`src/rtl/sid_pkg.sv`:
```
// Shared types and constants for the SID PDM audio back-end.
//   sid_state_e : modulator power state (OFF, RAMP, RUN, FALL)
//   SAMPLE_MAX  : full-scale code for the default 12-bit sample width
//   sample_max  : full-scale code for an arbitrary sample width
//   LFSR_SEED / LFSR_TAPS : dither generator reset value and Galois mask
package sid_pkg;

    typedef enum logic [1:0] {
        OFF  = 2'd0,
        RAMP = 2'd1,
        RUN  = 2'd2,
        FALL = 2'd3
    } sid_state_e;

    localparam int unsigned SID_SAMPLE_W = 12;
    localparam int unsigned SAMPLE_MAX   = (1 << SID_SAMPLE_W) - 1;

    // x^16 + x^14 + x^13 + x^11 + 1, right-shifting Galois form
    localparam logic [15:0] LFSR_SEED = 16'hACE1;
    localparam logic [15:0] LFSR_TAPS = 16'hB400;

    function automatic int unsigned sample_max(input int unsigned w);
        return (1 << w) - 1;
    endfunction

endpackage

```
`src/rtl/sid_sdm_ch.sv`:
```
// Single-channel first-order sigma-delta accumulator.
//   clk_i, rst_i : clock and synchronous active-high reset
//   tick_i       : advance the modulator one step
//   clr_i        : force accumulator and output to zero (wins over tick_i)
//   eff_i        : ramp-limited sample to modulate
//   cin_i        : carry-in to the sum (dither bit, 0 when unused)
//   pdm_o        : 1-bit density-modulated output, ones density = eff/2^SAMPLE_W
module sid_sdm_ch
    import sid_pkg::*;
#(
    parameter int unsigned SAMPLE_W = 12
) (
    input  logic                clk_i,
    input  logic                rst_i,
    input  logic                tick_i,
    input  logic                clr_i,
    input  logic [SAMPLE_W-1:0] eff_i,
    input  logic                cin_i,
    output logic                pdm_o
);

    logic [SAMPLE_W-1:0] acc_q;
    logic                pdm_q;
    logic [SAMPLE_W:0]   sum;

    assign sum = {1'b0, acc_q} + {1'b0, eff_i} + {{SAMPLE_W{1'b0}}, cin_i};

    // The carry out of the accumulator is the PDM bit.
    always_ff @(posedge clk_i) begin
        if (rst_i || clr_i) begin
            acc_q <= '0;
            pdm_q <= 1'b0;
        end else if (tick_i) begin
            acc_q <= sum[SAMPLE_W-1:0];
            pdm_q <= sum[SAMPLE_W];
        end
    end

    assign pdm_o = pdm_q;

endmodule

```
`src/rtl/sid_pdm_out.sv`:
```
// SID audio back-end: converts the two voice-mix samples into 1-bit PDM streams
// with a programmable modulator rate, optional mono mix and a soft-start/stop ramp.
//   clk_i, rst_i     : clock and synchronous active-high reset
//   sample_raw_1/2   : unsigned offset-binary samples from the SID core
//   enable_i         : 1 = ramp up and run, 0 = ramp down and stop
//   div_i            : modulator steps once every div_i+1 clocks
//   mono_i           : 1 = both channels carry (s1+s2)>>1
//   pdm_1_o, pdm_2_o : PDM streams
//   active_o         : high whenever the state is not OFF
//   tick_o           : one-clock pulse coincident with each PDM update
// Optional feature: define SID_PDM_DITHER_EN to add an LFSR carry-in dither.
module sid_pdm_out
    import sid_pkg::*;
#(
    parameter int unsigned SAMPLE_W = 12,
    parameter int unsigned DIV_W    = 8,
    parameter int unsigned RAMP_INC = 1
) (
    input  logic                clk_i,
    input  logic                rst_i,
    input  logic [SAMPLE_W-1:0] sample_raw_1,
    input  logic [SAMPLE_W-1:0] sample_raw_2,
    input  logic                enable_i,
    input  logic [DIV_W-1:0]    div_i,
    input  logic                mono_i,
    output logic                pdm_1_o,
    output logic                pdm_2_o,
    output logic                active_o,
    output logic                tick_o
);

    localparam logic [SAMPLE_W-1:0] RampMax  = SAMPLE_W'(sample_max(SAMPLE_W));
    localparam logic [SAMPLE_W:0]   RampMaxW = {1'b0, RampMax};
    localparam logic [SAMPLE_W:0]   RampIncW = (SAMPLE_W+1)'(RAMP_INC);
    localparam logic [SAMPLE_W-1:0] RampInc  = SAMPLE_W'(RAMP_INC);

    sid_state_e          state_q, state_d;
    logic [DIV_W-1:0]    cnt_q, cnt_d;
    logic [SAMPLE_W-1:0] ramp_q, ramp_d;
    logic                tick_q;

    logic                run;
    logic                tick;
    logic                clr;
    logic                cin;
    logic [SAMPLE_W:0]   mix_sum;
    logic [SAMPLE_W-1:0] c1, c2, eff_1, eff_2;
    logic [SAMPLE_W:0]   ramp_sum;
    logic [SAMPLE_W-1:0] ramp_up, ramp_dn;

    // Rate divider; idles at zero while fully stopped.
    assign run  = (state_q != OFF) || enable_i;
    assign tick = run && (cnt_q >= div_i);

    always_comb begin
        cnt_d = cnt_q;
        if (run) begin
            cnt_d = tick ? '0 : cnt_q + DIV_W'(1);
        end
    end

    // Mixer: the sum keeps its carry so the halved mono mix never overflows.
    assign mix_sum = {1'b0, sample_raw_1} + {1'b0, sample_raw_2};
    assign c1      = mono_i ? mix_sum[SAMPLE_W:1] : sample_raw_1;
    assign c2      = mono_i ? mix_sum[SAMPLE_W:1] : sample_raw_2;

    // Ramp limit uses the pre-update ramp value.
    assign eff_1 = (c1 < ramp_q) ? c1 : ramp_q;
    assign eff_2 = (c2 < ramp_q) ? c2 : ramp_q;

    // Saturating ramp steps.
    assign ramp_sum = {1'b0, ramp_q} + RampIncW;
    assign ramp_up  = (ramp_sum > RampMaxW) ? RampMax : ramp_sum[SAMPLE_W-1:0];
    assign ramp_dn  = ({1'b0, ramp_q} > RampIncW) ? (ramp_q - RampInc) : '0;

    // OFF reacts to enable_i every clock; the other states move only on tick.
    always_comb begin
        state_d = state_q;
        ramp_d  = ramp_q;
        unique case (state_q)
            OFF: begin
                ramp_d = '0;
                if (enable_i) begin
                    state_d = RAMP;
                end
            end
            RAMP: begin
                if (tick) begin
                    if (!enable_i) begin
                        state_d = FALL;
                    end else begin
                        ramp_d = ramp_up;
                        if (ramp_up == RampMax) begin
                            state_d = RUN;
                        end
                    end
                end
            end
            RUN: begin
                if (tick) begin
                    ramp_d = RampMax;
                    if (!enable_i) begin
                        state_d = FALL;
                    end
                end
            end
            FALL: begin
                if (tick) begin
                    if (enable_i) begin
                        state_d = RAMP;
                    end else begin
                        ramp_d = ramp_dn;
                        if (ramp_dn == '0) begin
                            state_d = OFF;
                        end
                    end
                end
            end
            default: begin
                state_d = OFF;
                ramp_d  = '0;
            end
        endcase
    end

    // Outputs drop to zero on the same edge that enters OFF, and stay there.
    assign clr = (state_q == OFF) || (state_d == OFF);

    always_ff @(posedge clk_i) begin
        if (rst_i) begin
            state_q <= OFF;
            cnt_q   <= '0;
            ramp_q  <= '0;
            tick_q  <= 1'b0;
        end else begin
            state_q <= state_d;
            cnt_q   <= cnt_d;
            ramp_q  <= ramp_d;
            tick_q  <= tick;
        end
    end

`ifdef SID_PDM_DITHER_EN
    logic [15:0] lfsr_q;

    always_ff @(posedge clk_i) begin
        if (rst_i) begin
            lfsr_q <= LFSR_SEED;
        end else if (tick) begin
            lfsr_q <= {1'b0, lfsr_q[15:1]} ^ (lfsr_q[0] ? LFSR_TAPS : 16'h0000);
        end
    end

    assign cin = lfsr_q[0];
`else
    assign cin = 1'b0;
`endif

    sid_sdm_ch #(
        .SAMPLE_W (SAMPLE_W)
    ) u_ch1 (
        .clk_i  (clk_i),
        .rst_i  (rst_i),
        .tick_i (tick),
        .clr_i  (clr),
        .eff_i  (eff_1),
        .cin_i  (cin),
        .pdm_o  (pdm_1_o)
    );

    sid_sdm_ch #(
        .SAMPLE_W (SAMPLE_W)
    ) u_ch2 (
        .clk_i  (clk_i),
        .rst_i  (rst_i),
        .tick_i (tick),
        .clr_i  (clr),
        .eff_i  (eff_2),
        .cin_i  (cin),
        .pdm_o  (pdm_2_o)
    );

    assign active_o = (state_q != OFF);
    assign tick_o   = tick_q;

endmodule

```
`config.mk`:
```
export PLATFORM = sky130hd
export DESIGN_NAME = sid_pdm_out
export DESIGN_NICKNAME = d
export VERILOG_FILES = /design/src/rtl/sid_pkg.sv /design/src/rtl/sid_sdm_ch.sv /design/src/rtl/sid_pdm_out.sv
export SDC_FILE = /design/constraint.sdc
export NUM_CORES = 1
export LEC_CHECK = 0
export BUFFER_PORTS_ARGS = -buffer_cell sky130_fd_sc_hd__clkbuf_2
export CAP_MARGIN = 0
export CORE_MARGIN = 2
export CORE_UTILIZATION = 60
export CTS_BUF_LIST = sky130_fd_sc_hd__clkbuf_2
export CTS_CLUSTER_DIAMETER = 50
export CTS_CLUSTER_SIZE = 30
export DETAILED_ROUTE_END_ITERATION = 6
export GPL_ROUTABILITY_DRIVEN = 0
export GPL_TIMING_DRIVEN = 0
export PLACE_DENSITY = 0.81
export SKIP_LAST_GASP = 1
export SLEW_MARGIN = 40
export SYNTH_ARGS = -nofsm -noshare
export SYNTH_HDL_FRONTEND = slang
export SYNTH_SLANG_ARGS = --single-unit
export TNS_END_PERCENT = 1
```
`constraint.sdc`:
```
create_clock -name clk_i -period 15.7 [get_ports clk_i]
set_clock_uncertainty 0.2 [all_clocks]
set_input_delay 1.57 -clock clk_i [delete_from_list [all_inputs] [get_ports clk_i]]
set_output_delay 1.57 -clock clk_i [all_outputs]
set_load 0.05 [all_outputs]
```
-- After elaboration in Yosys (flattened, before gate mapping)
Index checks and enable logic that the tools add are counted.
- mux-type cells: 23
- reduce and logical (&&, ||, !) cells: 9
- $add $sub $neg: 6
- equal/unequal tests: 9
- $lt $le $gt $ge: 5
- operator list (kind ; count):
    two-way mux 12 bit ; 11
    case mux 12 bit (4 select lines) ; 1
    adder 12 x 12 -> 13 bit ; 3
    less-than comparator 12 bit ; 2
    two-way mux 2 bit ; 9
    adder 12 x 1 -> 13 bit (second input constant) ; 1
    > comparator 13 x 12 -> 1 bit (second input constant) ; 1
    equality test 12 bit (second input constant) ; 1
    > comparator 12 x 1 -> 1 bit (second input constant) ; 1
    logical NOT 12 bit ; 1
    subtractor 12 x 1 -> 12 bit (second input constant) ; 1
    != test 2 bit (second input constant) ; 5
    adder 8 x 1 -> 8 bit (second input constant) ; 1
    >= comparator 8 bit ; 1
    two-way mux 8 bit ; 1
    case mux 2 bit (4 select lines) ; 1
    AND reduction 5 bit ; 1
    equality test 2 bit (second input constant) ; 2
    logical NOT 2 bit ; 2
    logical OR 1 bit ; 3
    equality test 2 x 1 -> 1 bit (second input constant) ; 1
    nonzero test 2 bit ; 1
    logical AND 1 bit ; 1
- output and inout port bits: 4
- word-level logic and storage cells: 60
- input bits: 36
- bits in registers: 49

-- Depth between registers and ports, before layout
Gate-level depths: netlist (run 1).
- depth in word-level cells: 11
- gate-level depth with buffers: 29
- mapped depth without buffers: 28

-- Cells and area by module
A second synthesis (run 1) with hierarchy kept.
- cells, all modules: 750
- area total of the unflattened synthesis: 5783.0 µm²
- by module, submodules not included (module ; times used ; cells an instance ; seq. area each (µm²) ; area each (µm²)):
    sid_pdm_out ; 1 ; 516 ; 460.4 ; 3746.1
    sid_sdm_ch (u_ch1) ; 1 ; 120 ; 260.2 ; 1029.7
    sid_sdm_ch (u_ch2) ; 1 ; 114 ; 260.2 ; 1007.2

-- Least setup slack after synthesis (run 1)
OpenSTA, ideal clock, no wires.
- kind: input -> register
- start: input sample_raw_1[2]
- end: register u_ch1.pdm_q, in the netlist u_ch1.pdm_o
- setup time: 86 ps
- data required time: 15414 ps
- arrival time: 6350 ps
- path buffers: 1
- stages on the path: 26
- slack: 9064 ps
- path through: ha_1 -> nand4_1 -> and2_1 -> o21bai_1 -> a211oi_1 -> or4_1 -> o21ai_0 -> ha_1 -> a21o_1 -> a2111oi_0 -> o21ai_0 -> a221oi_1 -> o21ai_0 -> clkbuf_1 -> o31ai_1 -> ha_1 -> inv_1 -> fa_1 -> nor2b_1 -> o2111ai_1 -> nand4_1 -> o211ai_1 -> o21ai_0 -> a21oi_1 -> o21ba_2 -> a211oi_1
- longest elaborated chain between the ends: 5
- ends and longest elaborated chain (what ; line ; source):
    start: declaration ; sid_pdm_out.sv:21 ; input logic [SAMPLE_W-1:0] sample_raw_1,
    adder 12 x 12 -> 13 bit ; sid_pdm_out.sv:63 ; assign mix_sum = {1'b0, sample_raw_1} + {1'b0, sample_raw_2};
    two-way mux 12 bit (*) ; sid_pdm_out.sv:64 ; assign c1 = mono_i ? mix_sum[SAMPLE_W:1] : sample_raw_1;
    less-than comparator 12 bit ; sid_pdm_out.sv:68 ; assign eff_1 = (c1 < ramp_q) ? c1 : ramp_q;
    two-way mux 12 bit (*) ; sid_pdm_out.sv:68 ;
    adder 12 x 12 -> 13 bit (*) ; sid_sdm_ch.sv:26 ; assign sum = {1'b0, acc_q} + {1'b0, eff_i} + {{SAMPLE_W{1'b0}}, cin_i};
    end signal: assignment ; sid_sdm_ch.sv:35 ; pdm_q <= sum[SAMPLE_W];
    end: declaration ; sid_sdm_ch.sv:23 ; logic pdm_q;
Every way passes the cells marked *; elsewhere a longest branch is shown, timed or not.
A chain may end at the register's enable or synchronous reset.

-- Worst setup path after layout (run 1)
Same ends and word-level chain as after synthesis.

==> flow_metrics.py, run 1 <==
metrics = {
    "status": {
        "status": "completed",
    },
    "synthesis": {
        "synth-async-reset-ratio_pct": 0,
        "yosysUniqueCellTypes": 71,
        "ys_seq_area_share_pct": 18.00,
        "ys_seq_elements": 49,
        "synth_edf_count": 0,
        "synth-main-ff-cell": "dfxtp_1",
        "yosys_warnings": 0,
        "synth_fp_nets": 842,
        "syn_area_um2": 5450,
        "postSynthCellCount": 733,
        "syn_avg_cell_area_um2": 7.436,
    },
    "timing": {
        "fin_tns_setup_ps": 0,
        "timing.fmax_mhz": 138.2,
        "setup_violations": 0,
        "rsz0062_at_grt": "no",
        "min_period_ps": 7234,
        "period_share_pct": 46.08,
        "holdWs_ps": 274.6,
        "slew_viol_final": 0,
        "maxSlewHeadroom_pct": 47.89,
        "hold_viol_final": 0,
        "worst_pin_slew_ps": 778.8,
    },
    "global_route": {
        "grt_pass1_vias": 5147,
        "use_met2_pct": 49.79,
        "use_met1_pct": 37.02,
        "grt_overflow_total": 0,
        "gr-usage-met3_pct": 3.443,
        "antenna_found_initial": 0,
        "grt_max_degree": 16,
        "busiest_layer": "met2",
        "grt_pass1_wl_um": 23390,
        "grt_usage_pct": 28.50,
    },
    "route": {
        "post-route-drc-count": 0,
        "routed-via-count": 5490,
        "wl_per_cell_um": 15.92,
        "drt_iter0_drc": 335,
        "drt-pass1-iter-count": 5,
        "vias_per_cell": 6.189,
        "wl_um": 14120,
        "ant_nets": 0,
    },
    "die": {
        "rows": 34,
        "dieArea_um2": 9862,
        "io-pin-count": 40,
        "core_um2": 8763,
        "dieHeight_um": 99.31,
        "start_util_pct": 62.19,
        "fp.dieW_um": 99.31,
    },
    "worst_setup_path": {
        "worst_path_dominant_cell_family": "compound AO/OA/AOI/OAI gates",
        "worstPathMaxFanout": 10,
        "cpMaxStageDelayCell": "or4_1",
        "r2r_slack_ps": 10100,
        "critPathMaxStageDelay_ps": 410,
        "worstPathRequired_ps": 15900,
        "cp_common_cell": "o21ai_0",
        "worstSetupPathType": "in -> reg",
        "start_kind": "primary input",
        "endpoint_kind": "flop",
        "cp.arrival_ps": 7430,
        "critPathBufInv": 3,
    },
    "final_layout": {
        "final_nets": 887,
        "areaGrowthSynthToFinish_pct": 6.726,
        "drive_above_1_share_pct": 12.58,
        "seq_area_um2": 980.9,
        "antennaDiodeCount": 0,
        "num-fill-cells": 771,
        "multiInputGateArea_um2": 4094,
        "utilization_pct": 66.38,
    },
    "cts": {
        "ctsHoldBuffers": 0,
        "clockRootBuffer": "clkbuf_2",
        "clk_pin_slew_worst_paths_ps": 260,
        "cts_tree": "yes",
        "cts_setup_buffers": 0,
        "cts.path.max_buffers": 2,
        "h-tree-depth": 2,
        "clock_sinks": 49,
        "ctsResizeCount": 0,
        "cts_buffers": 5,
        "clock_latency_ps": 460,
    },
    "job": {
        "max_cap_viol_count": 0,
    },
    "placed_design": {
        "dp_hpwl_um": 11180,
        "portBuffers": 38,
    },
    "hold_path": {
        "hp-class": "reg -> reg",
    },
    "power_and_ir_drop": {
        "power.density_nw_per_um2": 54.90,
        "power.leakage_nw": 2.530,
        "vdd_drop_max_v": 0.00004629,
    },
}
## per-layer routing
metal	routed length [µm]	part of all wire, %
met1	6118	43
met3	870	6.2
met5	0	0
met4	286	2.0
met2	6846	48
## cell families (layout without fill, tap and decap cells)
family	count (synthesis)	after routing	synth area share (%)
buffers and inverters	89	135	6.887
AND/OR/NAND/NOR	250	250	22.36
multiplexers	17	17	3.398
flip-flops	49	49	18.00
XOR/XNOR	33	33	5.303
adder cells (fa/ha/maj)	73	73	17.17
AO/OA/AOI/OAI	222	222	26.88
## state kept, by name, summed over array words and instances (netlist names)
register	flops
u_ch2.acc_q	12
u_ch1.acc_q	12
ramp_q	12
u_ch1.pdm_o	1
u_ch2.pdm_o	1
state_q	2
cnt_q	8
tick_o	1
## Yosys cell counts, drive strengths merged (4+ instances only)
library cell,count,area [µm²]
mux2,12,135.1
o31ai,7,52.55
nand4,14,108.9
nor4,6,43.79
nor3,23,131.4
xnor2,19,166.4
a211o,5,43.79
nand2b,7,43.79
dfxtp,49,980.9
o2111ai,5,43.79
nor2,75,281.5
buf,16,101.4
nand3,16,80.08
nand3b,4,30.03
mux2i,5,50.05
a221oi,5,56.31
o21a,11,82.58
a21o,11,82.58
and3,4,26.28
a211oi,10,75.07
and2,7,45.05
nand2,70,262.8
clkbuf,16,60.06
a41oi,5,43.79
ha,70,875.8
xor2,14,122.6
o21ai,66,337.8
nor2b,12,75.07
o211ai,5,37.54
a31oi,6,37.54
inv,56,210.2
a21oi,63,345.3
## worst min-delay path, cell delays in order, from the launching register on
cell and delay (ps):
dfxtp_1 370, nand2_1 50, a21oi_1 50
## through the flow
stage	worst slack, ps	instance area [µm²]	power (W)	instances
2_1_floorplan	9064	5450	0.0002316	733
3_3_place_gp	8287	5776	0.0002585	879
3_5_place_dp	8075	5776	0.0002644	879
4_1_cts	8559	5817	0.0003205	887
5_1_grt	8004	5817	0.0003432	887
6_report	8466	5817	0.0003193	887
## path summary, 6_finish.rpt
check                  startpoint              to  cells past startpoint
setup / recovery  sample_raw_1[2]     u_ch1.pdm_o                     27
hold / removal     u_ch2.acc_q[5]  u_ch2.acc_q[5]                      2
setup reg to reg        ramp_q[3]     u_ch1.pdm_o                     21
hold reg to reg    u_ch2.acc_q[5]  u_ch2.acc_q[5]                      2
## cells in the final DEF (no fill, tap or decap), drive strengths merged, types with 12 or more instances in the layout
cell type	synthesis	final
ha	70	70
nor3	23	23
a21oi	63	63
xor2	14	14
inv	56	57
buf	16	16
nor2b	12	12
o21ai	66	66
xnor2	19	19
nand2	70	70
dfxtp	49	49
clkbuf	16	59
nor2	75	75
nand3	16	16
mux2	12	12
nand4	14	14
## final cells by class
| class | instances | area share [%] |
|---|---|---|
| Tap cell | 108 | 2.323 |
| Multi-Input combinational cell | 595 | 70.38 |
| Clock buffer | 5 | 0.4302 |
| Buffer | 32 | 2.775 |
| Timing Repair Buffer | 38 | 3.270 |
| Sequential cell | 49 | 16.86 |
| Inverter | 57 | 3.678 |
| Clock inverter | 3 | 0.2796 |
## power breakdown
part | total, W | leakage, nW | switching, W | internal (W)
Clock | 0.0000544 | 0.0284 | 0.0000437 | 0.0000106
Combinational | 0.000137 | 2.11 | 0.0000808 | 0.0000562
Sequential | 0.000128 | 0.395 | 0.00000166 | 0.000126
Total | 0.000319 | 2.53 | 0.000126 | 0.000193
(Power assumes the default switching activity.)
==> inputs of run 2 (changes only) <==
ABC_AREA = 1   (was unset)
clock period = 7.4 ns   (was 15.7 ns; I/O delays follow)
==> flow_metrics.py, run 2 <==
metrics = {
    "status": {
        "status": "completed",
    },
    "placed_design": {
        "dp_slack_ps": 1377,
        "portBuffers": 37,
        "dp_hpwl_um": 11610,
    },
    "hold_path": {
        "worst_hold_path.endpoint": "cnt_q[0]",
        "hp-class": "reg -> reg",
        "hold_start": "cnt_q[0]",
        "holdPathStages": 2,
    },
    "route": {
        "drt-pass1-iter-count": 6,
        "wl_per_cell_um": 12.77,
        "vias_per_cell": 5.370,
        "routed-via-count": 5998,
        "drt_iter0_drc": 327,
        "wl_um": 14260,
        "ant_nets": 0,
        "post-route-drc-count": 0,
    },
    "cts": {
        "clock_latency_ps": 510,
        "clock_sinks": 49,
        "cts_tree": "yes",
        "h-tree-depth": 2,
        "cts_setup_buffers": 0,
        "clockRootBuffer": "clkbuf_2",
        "ctsResizeCount": 0,
        "cts_buffers": 5,
        "clk_pin_slew_worst_paths_ps": 280,
        "ctsHoldBuffers": 0,
        "cts.path.max_buffers": 2,
    },
    "die": {
        "rows": 36,
        "io-pin-count": 40,
        "core_um2": 9684,
        "dieHeight_um": 103.3,
        "fp.dieW_um": 103.3,
        "dieArea_um2": 10670,
        "start_util_pct": 61.06,
    },
    "worst_setup_path": {
        "cp_common_cell": "nand2_1",
        "worstReg2RegStart": "ramp_q[5]",
        "r2r_slack_ps": 2930,
        "critPathMaxStageDelay_ps": 400,
        "worstPathMaxFanout": 10,
        "cp.arrival_ps": 5720,
        "endpoint_kind": "flop",
        "rr_worst_depth": 26,
        "worstSetupPathType": "in -> reg",
        "r2r-end": "u_ch1.acc_q[10]",
        "worstPathRequired_ps": 7640,
        "start_kind": "primary input",
        "cpMaxStageDelayCell": "fa_1",
    },
    "power_and_ir_drop": {
        "power_frac_seq_pct": 35.4,
        "vdd_drop_max_v": 0.00009760,
        "power_switching_share_pct": 45.58,
        "p_int_w": 0.0004257,
        "clkPwrFrac_pct": 16.5,
        "p_switching_w": 0.0003565,
        "power.leakage_nw": 2.929,
        "p_comb_share_pct": 48.2,
        "power.density_nw_per_um2": 123.8,
    },
    "timing": {
        "worst_pin_slew_ps": 466.8,
        "period_share_pct": 74.00,
        "min_period_ps": 5476,
        "timing.fmax_mhz": 182.6,
        "fin_tns_setup_ps": 0,
        "setup_violations": 0,
        "hold_viol_final": 0,
        "maxSlewHeadroom_pct": 68.55,
        "slew_viol_final": 0,
        "rsz0062_at_grt": "no",
        "fin_ws_ps": 1924,
    },
    "global_route": {
        "grt_max_degree": 18,
        "grt_usage_pct": 28.00,
        "grt_pass1_vias": 5210,
        "antenna_found_initial": 0,
        "grt_overflow_total": 0,
        "grt_pass1_wl_um": 23610,
    },
    "final_layout": {
        "mostFrequentLayoutCells": "nand2_1, nor2_1, inv_1",
        "num-fill-cells": 936,
        "final_nets": 1092,
        "antennaDiodeCount": 0,
        "layout_commonest_cell": "nand2_1",
        "drive_above_1_share_pct": 13.11,
        "areaGrowthSynthToFinish_pct": 6.813,
        "top_regs": "ramp_q (12), u_ch1.acc_q (12), u_ch2.acc_q (12)",
    },
    "synthesis": {
        "postSynthCellCount": 939,
        "ys_seq_elements": 49,
        "synth_largest_area_cell": "dfxtp_1",
        "yosysUniqueCellTypes": 46,
        "syn_avg_cell_area_um2": 6.297,
        "synth_fp_nets": 1048,
        "synth_top_cell_area_share_pct": 16.59,
        "ys_top_cells_by_area": "dfxtp_1, ha_1, nand2_1, a21oi_1, nor2_1",
        "synth_edf_count": 0,
        "synth-async-reset-ratio_pct": 0,
        "synth-main-ff-cell": "dfxtp_1",
        "ys_top_cells_by_count": "nand2_1, nor2_1, inv_1, a21oi_1, ha_1",
        "syn_area_um2": 5913,
        "ys_seq_area_share_pct": 16.59,
        "synth.most_common_cell": "nand2_1",
        "yosys_warnings": 0,
    },
    "job": {
        "max_cap_viol_count": 0,
    },
}
[run 2: layout make-up]
class                   instances  area (µm²)  share of cell area (%)
multi-input cells             742        4309                   68.22
flip-flops and latches         49       980.9                   15.53
inverters                     122       457.9                   7.250
repair buffers                 37       185.2                   2.932
well taps                     133       166.4                   2.635
plain buffers                  26       165.2                   2.615
clock inverters                 3       26.28                  0.4160
clock buffers                   5       25.02                  0.3962
[run 2: logic make-up (layout without fill, tap and decap cells)]
group           after synthesis  in the layout  synth area share [%]
simple gates                456            456                 36.29
compound gates              190            190                 17.35
buf+inv                     148            193                 10.54
fa+ha+maj                    73             73                 15.83
flops                        49             49                 16.59
xor+xnor                     23             23                 3.407
[run 2: worst max-delay path: cells and delay by family]
family / cells / cell delay (ps)
adder cells (fa/ha/maj): 4 / 1210
AND/OR/NAND/NOR: 21 / 1790
buffers and inverters: 6 / 630
AO/OA/AOI/OAI: 7 / 1340
[run 2: power by group through the flow]
stage	registers (W)	clock network (W)	logic (W)
2_1_floorplan	0.000279	0	0.000286
3_3_place_gp	0.000281	0	0.000366
3_5_place_dp	0.000281	0	0.000372
4_1_cts	0.000276	0.000133	0.000375
5_1_grt	0.000278	0.000142	0.000431
6_report	0.000277	0.000129	0.000377
[run 2: worst max-delay path by stage]
| stage | from | end | slack, ps | depth (start not counted) |
|---|---|---|---|---|
| after global routing | sample_raw_1[2] | u_ch1.acc_q[10] | 1320 | 38 |
| after floorplan | sample_raw_1[3] | u_ch1.acc_q[10] | 2300 | 33 |
| after CTS | sample_raw_1[2] | u_ch1.acc_q[10] | 1920 | 38 |
| after global placement | sample_raw_1[2] | u_ch1.acc_q[10] | 1460 | 38 |
| after detailed placement | sample_raw_1[2] | u_ch1.acc_q[10] | 1380 | 38 |
| final | sample_raw_1[2] | u_ch1.acc_q[10] | 1920 | 38 |
[run 2: through the flow]
stage | power, W | area, µm² | hold WS [ps] | utilization (%) | instances
2_1_floorplan | 0.0005649 | 5913 | 270.1 | - | 939
3_3_place_gp | 0.0006470 | 6265 | 291.8 | 64.69 | 1109
3_5_place_dp | 0.0006532 | 6265 | 300.1 | 64.69 | 1109
4_1_cts | 0.0007839 | 6316 | 328.7 | 65.22 | 1117
5_1_grt | 0.0008506 | 6316 | 372.7 | 65.22 | 1117
6_report | 0.0007822 | 6316 | 331.0 | 65.22 | 1117
[run 2: metal layers]
metal | up-vias | global-route usage [%] | wire (µm)
met2 | 185 | 48.45 | 6578
met5 | - | 0 | 0
met1 | 2616 | 36.42 | 6541
li1 | 3172 | - | -
met4 | 0 | 7.996 | 310
met3 | 25 | 3.898 | 831
==> inputs of run 3 (changes only) <==
clock period = 5.17 ns   (was 7.4 ns; I/O delays follow)
==> flow_metrics.py, run 3 (synthesis gave the netlist of run 2 again) <==
metrics = {
    "timing": {
        "worst_pin_slew_ps": 495.1,
        "timing.fmax_mhz": 207.3,
        "fin_tns_setup_ps": 0,
        "slew_viol_final": 0,
        "rsz0062_at_grt": "yes",
        "hold_viol_final": 0,
        "fin_ws_ps": 346.8,
        "period_share_pct": 93.29,
        "maxSlewHeadroom_pct": 66.64,
        "min_period_ps": 4823,
        "setup_violations": 0,
        "holdWs_ps": 152.2,
    },
    "power_and_ir_drop": {
        "p_comb_share_pct": 48.6,
        "p_int_w": 0.0006130,
        "power_switching_share_pct": 45.82,
        "power.leakage_nw": 2.950,
        "vdd_drop_max_v": 0.0001404,
        "power_frac_seq_pct": 35.0,
        "p_switching_w": 0.0005185,
        "clkPwrFrac_pct": 16.4,
        "power.density_nw_per_um2": 177.5,
    },
    "status": {
        "status": "completed",
    },
    "die": {
        "io-pin-count": 40,
        "fp.dieW_um": 103.3,
        "rows": 36,
        "dieHeight_um": 103.3,
        "dieArea_um2": 10670,
        "core_um2": 9684,
        "start_util_pct": 61.06,
    },
    "final_layout": {
        "final_nets": 1092,
        "drive_above_1_share_pct": 14.63,
        "num-fill-cells": 932,
        "areaGrowthSynthToFinish_pct": 7.808,
        "antennaDiodeCount": 0,
        "top_regs": "ramp_q (12), u_ch1.acc_q (12), u_ch2.acc_q (12)",
        "mostFrequentLayoutCells": "nand2_1, nor2_1, inv_1",
        "layout_commonest_cell": "nand2_1",
        "layoutNonFillerInstCount": 1117,
    },
    "global_route": {
        "grt_max_degree": 18,
        "use_met2_pct": 48.40,
        "grt_usage_pct": 27.99,
        "grt_overflow_total": 0,
        "grt_pass1_wl_um": 23600,
        "gr-usage-met3_pct": 3.898,
        "busiest_layer": "met2",
        "grt_pass1_vias": 5204,
        "use_met1_pct": 36.42,
        "antenna_found_initial": 0,
    },
    "placed_design": {
        "dp.cells": 1109,
        "portBuffers": 37,
        "dp_hpwl_um": 11610,
        "dp_slack_ps": -629.9,
    },
    "route": {
        "routed-via-count": 5985,
        "ant_nets": 0,
        "drt_iter0_drc": 302,
        "drt-pass1-iter-count": 6,
        "post-route-drc-count": 0,
        "wl_per_cell_um": 12.89,
        "vias_per_cell": 5.358,
        "wl_um": 14390,
    },
    "cts": {
        "ctsHoldBuffers": 0,
        "cts_setup_buffers": 0,
        "cts_buffers": 5,
        "h-tree-depth": 2,
        "clockRootBuffer": "clkbuf_2",
        "cts_tree": "yes",
        "clk_pin_slew_worst_paths_ps": 280,
        "clock_sinks": 49,
        "clock_latency_ps": 520,
        "cts.path.max_buffers": 2,
    },
    "worst_setup_path": {
        "worstPathMaxFanout": 10,
        "worstSetupPathType": "in -> reg",
        "cp.arrival_ps": 5080,
        "cpMaxStageDelayCell": "ha_1",
        "endpoint_kind": "flop",
        "worstPathRequired_ps": 5430,
        "cp_common_cell": "nand3_1",
        "start_kind": "primary input",
        "critPathMaxStageDelay_ps": 340,
    },
    "hold_path": {
        "hp-class": "in -> reg",
    },
    "job": {
        "max_cap_viol_count": 0,
    },
}
-- run 3: changes by cell type in the layout (fill, tap and decap cells not counted), moves of 2 or more --
cell | before | now
a21oi_1 | 87 | 83
a21oi_2 | 0 | 4
o21ai_0 | 67 | 61
o21ai_2 | 2 | 6
nand2_2 | 8 | 10
clkbuf_1 | 9 | 7
nand2_1 | 223 | 221
o21ai_1 | 8 | 10
-- run 3: area by class of cell --
cell class | count | area [µm²] | area share, %
multi-input combinational | 742 | 4365 | 68.48
sequential | 49 | 980.9 | 15.39
inverter | 122 | 457.9 | 7.184
timing repair buffer | 37 | 185.2 | 2.905
buffer | 26 | 167.7 | 2.630
tap | 133 | 166.4 | 2.610
clock inverter | 3 | 26.28 | 0.4122
clock buffer | 5 | 25.02 | 0.3925
-- run 3: metrics by stage --
| stage | power [W] | utilization (%) | instance area [µm²] |
|---|---|---|---|
| 6_report | 0.001132 | 65.83 | 6375 |
| 5_1_grt | 0.001227 | 65.83 | 6375 |
| 3_3_place_gp | 0.0009261 | 64.69 | 6265 |
| 3_5_place_dp | 0.0009350 | 64.69 | 6265 |
| 2_1_floorplan | 0.0008086 | - | 5913 |
| 4_1_cts | 0.001122 | 65.22 | 6316 |
-- run 3: routing by layer --
layer,vias to the layer above,share of wire (%)
met5,-,0
met4,0,2.3
met3,23,5.3
met2,154,46
met1,2636,46
li1,3172,-
-- run 3: worst paths after layout --
path                         from         endpoint  slack [ps]  cells past startpoint
hold / removal           enable_i         cnt_q[0]         150                      4
setup / recovery  sample_raw_1[4]   u_ch2.acc_q[9]         350                     30
setup reg to reg        ramp_q[5]  u_ch1.acc_q[10]        1090                     26
hold reg to reg          cnt_q[0]         cnt_q[0]         330                      2
-- run 3: repair_timing --
action	4_1_cts	5_1_grt
endpoints found under the hold margin	0	0
gates resized for setup	2	23
pin swaps	0	0
endpoints found under the setup margin	1	14
-- run 3: power by group through the flow --
stage                     combinational (W)  clock, W  sequential (W)
after global placement             0.000524         0        0.000402
after floorplan                    0.000409         0        0.000399
after global routing               0.000627  0.000203        0.000397
after CTS                          0.000536  0.000190        0.000396
final                              0.000550  0.000185        0.000396
after detailed placement           0.000533         0        0.000402
-- run 3: worst max-delay path: cells and delay by family --
family / cells / cell delay (ps)
simple gates: 13 / 1250
fa+ha+maj: 3 / 950
compound gates: 9 / 1760
buf+inv: 5 / 580
